`src/rtl/ula_arbiter_if.sv`:
```
// Bundles the requester, ULA and response signals of the ULA arbiter.
// The slave modport is the arbiter; the master modport is everything around it.
interface ula_arbiter_if #(
    parameter int DATA_W = 32
);
    logic [1:0]        req_valid;
    logic [1:0]        req_ready;
    logic [3:0]        req_op0;
    logic [DATA_W-1:0] req_a0;
    logic [DATA_W-1:0] req_b0;
    logic [3:0]        req_op1;
    logic [DATA_W-1:0] req_a1;
    logic [DATA_W-1:0] req_b1;

    logic [3:0]        ula_op;
    logic [DATA_W-1:0] ula_inA;
    logic [DATA_W-1:0] ula_inB;
    logic [DATA_W-1:0] ula_result;
    logic              ula_zero;

    logic              rsp_valid;
    logic              rsp_ready;
    logic              rsp_id;
    logic [DATA_W-1:0] rsp_result;
    logic              rsp_zero;
    logic              rsp_illegal;

    modport slave (
        input  req_valid, req_op0, req_a0, req_b0, req_op1, req_a1, req_b1,
        input  ula_result, ula_zero, rsp_ready,
        output req_ready, ula_op, ula_inA, ula_inB,
        output rsp_valid, rsp_id, rsp_result, rsp_zero, rsp_illegal
    );

    modport master (
        output req_valid, req_op0, req_a0, req_b0, req_op1, req_a1, req_b1,
        output ula_result, ula_zero, rsp_ready,
        input  req_ready, ula_op, ula_inA, ula_inB,
        input  rsp_valid, rsp_id, rsp_result, rsp_zero, rsp_illegal
    );
endinterface

```
`src/rtl/ula_arbiter.sv`:
```
// Round-robin share of one ULA between the core datapath (0) and the TBE/aux unit (1).
// One operation in flight: operands are held on the ULA for the op latency, then the result is returned.
module ula_arbiter #(
    parameter int DATA_W     = 32,
    parameter int DIV_CYCLES = 4,
    parameter int MUL_CYCLES = 2
) (
    input  logic          clock,
    input  logic          reset,
    ula_arbiter_if.slave  bus,
    output logic [1:0]    state_dbg
);
    // Handshakes: a transfer happens on a rising edge where valid && ready are both high;
    // valid never waits on ready, and a raised rsp_valid holds its payload until taken.

    typedef enum logic [1:0] {
        IDLE = 2'd0,
        EXEC = 2'd1,
        RESP = 2'd2
    } state_t;

    localparam logic [3:0] OP_IDLE    = 4'b1111;
    localparam logic [3:0] OP_MAX_LEG = 4'b1011;

    state_t     state;
    logic       last_grant;
    logic       id;
    logic [3:0] cnt;
    logic [1:0] grant;

    function automatic logic [3:0] lat_m1(input logic [3:0] op);
        case (op)
            4'b0000: return 4'(DIV_CYCLES - 1);
            4'b0001: return 4'(MUL_CYCLES - 1);
            default: return 4'd0;
        endcase
    endfunction

    always_comb begin
        grant = 2'b00;
        if (state == IDLE) begin
            case (bus.req_valid)
                2'b01:   grant = 2'b01;
                2'b10:   grant = 2'b10;
                2'b11:   grant = last_grant ? 2'b01 : 2'b10;
                default: grant = 2'b00;
            endcase
        end
    end

    assign bus.req_ready = grant;
    assign state_dbg     = state;

    always_ff @(posedge clock) begin
        if (reset) begin
            state           <= IDLE;
            last_grant      <= 1'b1;
            id              <= 1'b0;
            cnt             <= 4'd0;
            bus.ula_op      <= OP_IDLE;
            bus.ula_inA     <= '0;
            bus.ula_inB     <= '0;
            bus.rsp_valid   <= 1'b0;
            bus.rsp_result  <= '0;
            bus.rsp_zero    <= 1'b0;
            bus.rsp_id      <= 1'b0;
            bus.rsp_illegal <= 1'b0;
        end else begin
            case (state)
                IDLE: begin
                    if (grant[0] && bus.req_valid[0]) begin
                        bus.ula_op  <= bus.req_op0;
                        bus.ula_inA <= bus.req_a0;
                        bus.ula_inB <= bus.req_b0;
                        last_grant  <= 1'b0;
                        id          <= 1'b0;
                        cnt         <= lat_m1(bus.req_op0);
                        state       <= EXEC;
                    end else if (grant[1] && bus.req_valid[1]) begin
                        bus.ula_op  <= bus.req_op1;
                        bus.ula_inA <= bus.req_a1;
                        bus.ula_inB <= bus.req_b1;
                        last_grant  <= 1'b1;
                        id          <= 1'b1;
                        cnt         <= lat_m1(bus.req_op1);
                        state       <= EXEC;
                    end
                end
                EXEC: begin
                    if (cnt != 4'd0) begin
                        cnt <= cnt - 4'd1;
                    end else begin
                        bus.rsp_result  <= bus.ula_result[DATA_W-1:0];
                        bus.rsp_zero    <= bus.ula_zero;
                        bus.rsp_illegal <= (bus.ula_op > OP_MAX_LEG);
                        bus.rsp_id      <= id;
                        bus.rsp_valid   <= 1'b1;
                        state           <= RESP;
                    end
                end
                RESP: begin
                    // Parking the ULA on 1111 keeps its output at 0 between operations.
                    if (bus.rsp_ready) begin
                        bus.rsp_valid <= 1'b0;
                        bus.ula_op    <= OP_IDLE;
                        state         <= IDLE;
                    end
                end
                default: state <= IDLE;
            endcase
        end
    end
endmodule

```
`src/flat_wrapper.sv`:
```
// flat-port wrapper written by rule: the top's interface ports become plain ports
module ula_arbiter_flat 
#(
    parameter int DATA_W     = 32,
    parameter int DIV_CYCLES = 4,
    parameter int MUL_CYCLES = 2
)
  (clock, reset, state_dbg, bus_req_valid, bus_req_op0, bus_req_a0, bus_req_b0, bus_req_op1, bus_req_a1, bus_req_b1, bus_ula_result, bus_ula_zero, bus_rsp_ready, bus_req_ready, bus_ula_op, bus_ula_inA, bus_ula_inB, bus_rsp_valid, bus_rsp_id, bus_rsp_result, bus_rsp_zero, bus_rsp_illegal);
  ula_arbiter_if #(.DATA_W(DATA_W)) bus_i ();
  input  logic clock;
  input  logic reset;
  output logic [1:0] state_dbg;
  input wire logic [$bits(bus_i.req_valid)-1:0] bus_req_valid;
  input wire logic [$bits(bus_i.req_op0)-1:0] bus_req_op0;
  input wire logic [$bits(bus_i.req_a0)-1:0] bus_req_a0;
  input wire logic [$bits(bus_i.req_b0)-1:0] bus_req_b0;
  input wire logic [$bits(bus_i.req_op1)-1:0] bus_req_op1;
  input wire logic [$bits(bus_i.req_a1)-1:0] bus_req_a1;
  input wire logic [$bits(bus_i.req_b1)-1:0] bus_req_b1;
  input wire logic [$bits(bus_i.ula_result)-1:0] bus_ula_result;
  input wire logic [$bits(bus_i.ula_zero)-1:0] bus_ula_zero;
  input wire logic [$bits(bus_i.rsp_ready)-1:0] bus_rsp_ready;
  output wire logic [$bits(bus_i.req_ready)-1:0] bus_req_ready;
  output wire logic [$bits(bus_i.ula_op)-1:0] bus_ula_op;
  output wire logic [$bits(bus_i.ula_inA)-1:0] bus_ula_inA;
  output wire logic [$bits(bus_i.ula_inB)-1:0] bus_ula_inB;
  output wire logic [$bits(bus_i.rsp_valid)-1:0] bus_rsp_valid;
  output wire logic [$bits(bus_i.rsp_id)-1:0] bus_rsp_id;
  output wire logic [$bits(bus_i.rsp_result)-1:0] bus_rsp_result;
  output wire logic [$bits(bus_i.rsp_zero)-1:0] bus_rsp_zero;
  output wire logic [$bits(bus_i.rsp_illegal)-1:0] bus_rsp_illegal;
  assign bus_i.req_valid = bus_req_valid;
  assign bus_i.req_op0 = bus_req_op0;
  assign bus_i.req_a0 = bus_req_a0;
  assign bus_i.req_b0 = bus_req_b0;
  assign bus_i.req_op1 = bus_req_op1;
  assign bus_i.req_a1 = bus_req_a1;
  assign bus_i.req_b1 = bus_req_b1;
  assign bus_i.ula_result = bus_ula_result;
  assign bus_i.ula_zero = bus_ula_zero;
  assign bus_i.rsp_ready = bus_rsp_ready;
  assign bus_req_ready = bus_i.req_ready;
  assign bus_ula_op = bus_i.ula_op;
  assign bus_ula_inA = bus_i.ula_inA;
  assign bus_ula_inB = bus_i.ula_inB;
  assign bus_rsp_valid = bus_i.rsp_valid;
  assign bus_rsp_id = bus_i.rsp_id;
  assign bus_rsp_result = bus_i.rsp_result;
  assign bus_rsp_zero = bus_i.rsp_zero;
  assign bus_rsp_illegal = bus_i.rsp_illegal;
  ula_arbiter #(.DATA_W(DATA_W), .DIV_CYCLES(DIV_CYCLES), .MUL_CYCLES(MUL_CYCLES)) u_core (.clock(clock), .reset(reset), .bus(bus_i), .state_dbg(state_dbg));
endmodule
```
`config.mk`:
```
export PLATFORM = sky130hd
export DESIGN_NAME = ula_arbiter_flat
export DESIGN_NICKNAME = d
export VERILOG_FILES = /design/src/rtl/ula_arbiter_if.sv /design/src/rtl/ula_arbiter.sv /design/src/flat_wrapper.sv
export SDC_FILE = /design/constraint.sdc
export NUM_CORES = 1
export LEC_CHECK = 0
export BUFFER_PORTS_ARGS = -buffer_cell sky130_fd_sc_hd__buf_2
export CORE_ASPECT_RATIO = 1.5
export CORE_MARGIN = 2
export CORE_UTILIZATION = 41
export CTS_BUF_LIST = sky130_fd_sc_hd__clkbuf_4
export DETAILED_ROUTE_END_ITERATION = 12
export GPL_ROUTABILITY_DRIVEN = 0
export PLACE_DENSITY_LB_ADDON = 0.05
export SYNTH_ARGS = -nofsm -noshare
export SYNTH_HDL_FRONTEND = slang
export SYNTH_SLANG_ARGS = --single-unit
```
`constraint.sdc`:
```
create_clock -name clock -period 1.55 [get_ports clock]
set_input_delay 0.0775 -clock clock [delete_from_list [all_inputs] [get_ports clock]]
set_output_delay 0.0775 -clock clock [all_outputs]
set_load 0.01 [all_outputs]
```
==> flow_summary_export.csv <==
group,metric,value,unit
run_status,status,"complete, but fails checks",
run_status,violations,"negative setup slack",
global_route,grt_max_degree,55,
placement,pre_cts_slack,-0.0505,ns
critical_path,worstPathArrival,2.05,ns
sta,layout_setup_ws,-0.112,ns
layout,instances_no_fill,1209,
critical_path,cp.required,1.94,ns
die,die_width,93.2,um
routing,via_per_inst,5.43,
synthesis,synth-async-reset-ratio,0,
sta,drv_slew,0,
die,core-area,0.0116,mm^2
sta,fmax,602,MHz
die,rows,48,
critical_path,cp-end-kind,"flop",
worst_hold_path,hold_class,"input port to flop",
clocking,cts_buffers,9,
sta,maxSlewHeadroom,0.617,
synthesis,ys_seq_area_frac,0.458,
global_route,grt-ovfl-total,0,
synthesis,yosys_warnings,0,
synthesis,ys_ff_latch,112,
synthesis,synth_nets,737,
clocking,cts_buffer_depth,2,
run,max-cap-violations,0,
sta,period_share,1.07,
clocking,ctsHtreeMaxLevel,3,
synthesis,yosysTopAreaCell,"dfxtp_1",
routing,routed_wl,23400,um
sta,finalHoldViolCount,0,
synthesis,synth_most_common_cell,"nand2_1",
sta,fin_crit,1.66,ns
synthesis,synthFlopType,"dfxtp_1",
routing,via_count,6570,
routing,route.detailed.drc,0,
layout,area_delta_synth_final,93.8,%
clocking,tritoncts,"built",
global_route,grt_pass1_wl,30100,um
layout,fill_cells,682,
layout,num-nets-final,1228,
synthesis,postSynthAreaPerCell,8.70,um^2
sta,worst_pin_slew,0.574,ns
clocking,clk_latency,0.47,ns
global_route,grt_pass1_vias,6439,
synthesis,synth_common_cells,"nand2_1 (183), dfxtp_1 (112), a21oi_1 (57), nor2_1 (50), a311oi_2 (45)",
layout,drive_above_1_share,0.467,
die,io_pins,282,
pwr,total_power,13.0,mW
synthesis,netlist-cell-type-count,37,
critical_path,crit_fanout,7,
sta,setup_violations,52,
pwr,powerDensity,1370,mW/mm^2
synthesis,netlist_instances,562,
clocking,clockRootBuffer,"clkbuf_4",
placement,portBuffers,281,
die,die_h,138,um
routing,ant_nets,0,
die,dieArea,0.0128,mm^2
layout,final_area,0.00948,mm^2
clocking,clkTransAtPathRegs,0.17,ns
critical_path,startpoint_type,"flop",
die,start_util,0.422,
synthesis,synth_area,0.00489,mm^2
synthesis,yosysTopAreaCellShare,0.458,
synthesis,synth_edf_count,0,
sta,clock_skew,0.0290,ns
routing,first_iter_violations,277,
global_route,grt.total_usage,0.296,
clocking,cts_sinks,112,
pwr,vdd_drop_max,0.825,mV
placement,dp.cells,969,
placement,postPlaceCellArea,0.00648,mm^2
global_route,antenna_found_initial,1,
sta,rsz0062_at_grt,"true",
routing,drt-pass1-iter-count,5,
placement,dp_hpwl,11600,um
critical_path,worst-setup-path-type,"flop to flop",
pwr,power_leakage,4.26,nW
synthesis,synth.area.top_cells,"dfxtp_1 (46%), nand2_1 (14%), a311oi_2 (14%)",
routing,wl_per_cell,19.4,um
layout,fin_util,0.818,
-- critical path, cell delays in order (launching register included) --
cell and delay (ns):
dfxtp_2 0.36, inv_2 0.08, ha_4 0.13, or3b_4 0.40
nor2_4 0.11, buf_12 0.15, clkbuf_16 0.15, nand2_1 0.07
a21oi_2 0.14
-- metrics by stage --
step | TNS [ns] | hold slack, ns
detailed placement | -0.236 | 0.323
finish | -2.39 | 0.198
floorplan | 0 | 0.213
global route | -5.80 | 0.206
global placement | -0.0117 | 0.318
CTS | -0.297 | 0.124
-- layout make-up --
| type | count | area (um^2) | share of cell area |
|---|---|---|---|
| clock inverter | 5 | 33.8 | 0.00356 |
| clock buffer | 11 | 82.6 | 0.00871 |
| inverter | 5 | 23.8 | 0.00251 |
| timing repair buffer | 526 | 4190 | 0.442 |
| multi-input combinational | 399 | 2710 | 0.286 |
| sequential | 112 | 2250 | 0.237 |
| tap | 150 | 188 | 0.0198 |
| antenna | 1 | 2.50 | 0.000264 |
-- flip-flops by register name, summed over array words and instances, names as in the netlist --
signal / count
u_core.bus.rsp_id: 1
u_core.bus.rsp_illegal: 1
u_core.bus.rsp_result: 32
u_core.bus.rsp_valid: 1
u_core.bus.rsp_zero: 1
u_core.bus.ula_inA: 32
u_core.bus.ula_inB: 32
u_core.bus.ula_op: 4
u_core.cnt: 4
u_core.id: 1
u_core.last_grant: 1
u_core.state_dbg: 2
-- where the power goes --
part | internal (mW) | switching (mW)
logic | 3.78 | 3.82
clock network | 0.366 | 0.967
registers | 3.60 | 0.465
-- path summary, 6_finish.rpt --
kind,slack (ns),depth (start not counted),startpoint,end
min reg2reg,0.46,2,u_core.bus.ula_inA[19],u_core.bus.ula_inA[19]
max,-0.11,8,u_core.cnt[1],u_core.bus.rsp_id
max reg2reg,-0.11,8,u_core.cnt[1],u_core.bus.rsp_id
min,0.20,5,bus_req_valid[1],u_core.cnt[2]
-- cell families after synthesis --
logic type / after synthesis / synth area share
adder cells (fa/ha/maj): 1 / 0.00256
AND/OR/NAND/NOR: 256 / 0.213
multiplexers: 6 / 0.0125
flip-flops: 112 / 0.458
buffers and inverters: 51 / 0.0586
AO/OA/AOI/OAI: 136 / 0.255
-- repair_timing --
item	4_1_cts	5_1_grt
buffers inserted	12	21
resized for setup	25	88
endpoints found under the setup margin	73	107
hold endpoints to repair	109	0
pin swaps	6	64
hold buffers	171	0
cloned	4	16
-- cells in the final DEF (no fill, tap or decap), types with 4 or more instances in the layout --
cell type | netlist | layout
buf_2 | 13 | 279
nand2_1 | 183 | 176
dlygate4sd3_1 | 0 | 171
dfxtp_1 | 112 | 108
a311oi_2 | 45 | 45
a21oi_1 | 57 | 42
buf_4 | 7 | 33
nor2_1 | 50 | 29
nor2_4 | 2 | 16
a21oi_2 | 1 | 16
o221ai_2 | 0 | 13
buf_6 | 7 | 13
clkbuf_4 | 0 | 11
clkbuf_16 | 0 | 11
buf_12 | 0 | 11
nor2_2 | 0 | 7
o221ai_1 | 19 | 6
buf_16 | 0 | 6
mux2i_1 | 5 | 5
a2bb2oi_1 | 5 | 5
nand2_2 | 0 | 5
nand2b_1 | 5 | 4
o21ai_0 | 5 | 4
nor4_1 | 4 | 4
dfxtp_2 | 0 | 4
-- routing by layer --
layer,vias to the layer above,track usage,wire length (um)
met5,-,0,0
met2,385,0.550,12900
met1,3107,0.302,7520
met4,0,0.172,1400
met3,129,0.0618,1670
li1,2949,-,-
(Power assumes the default switching activity.)
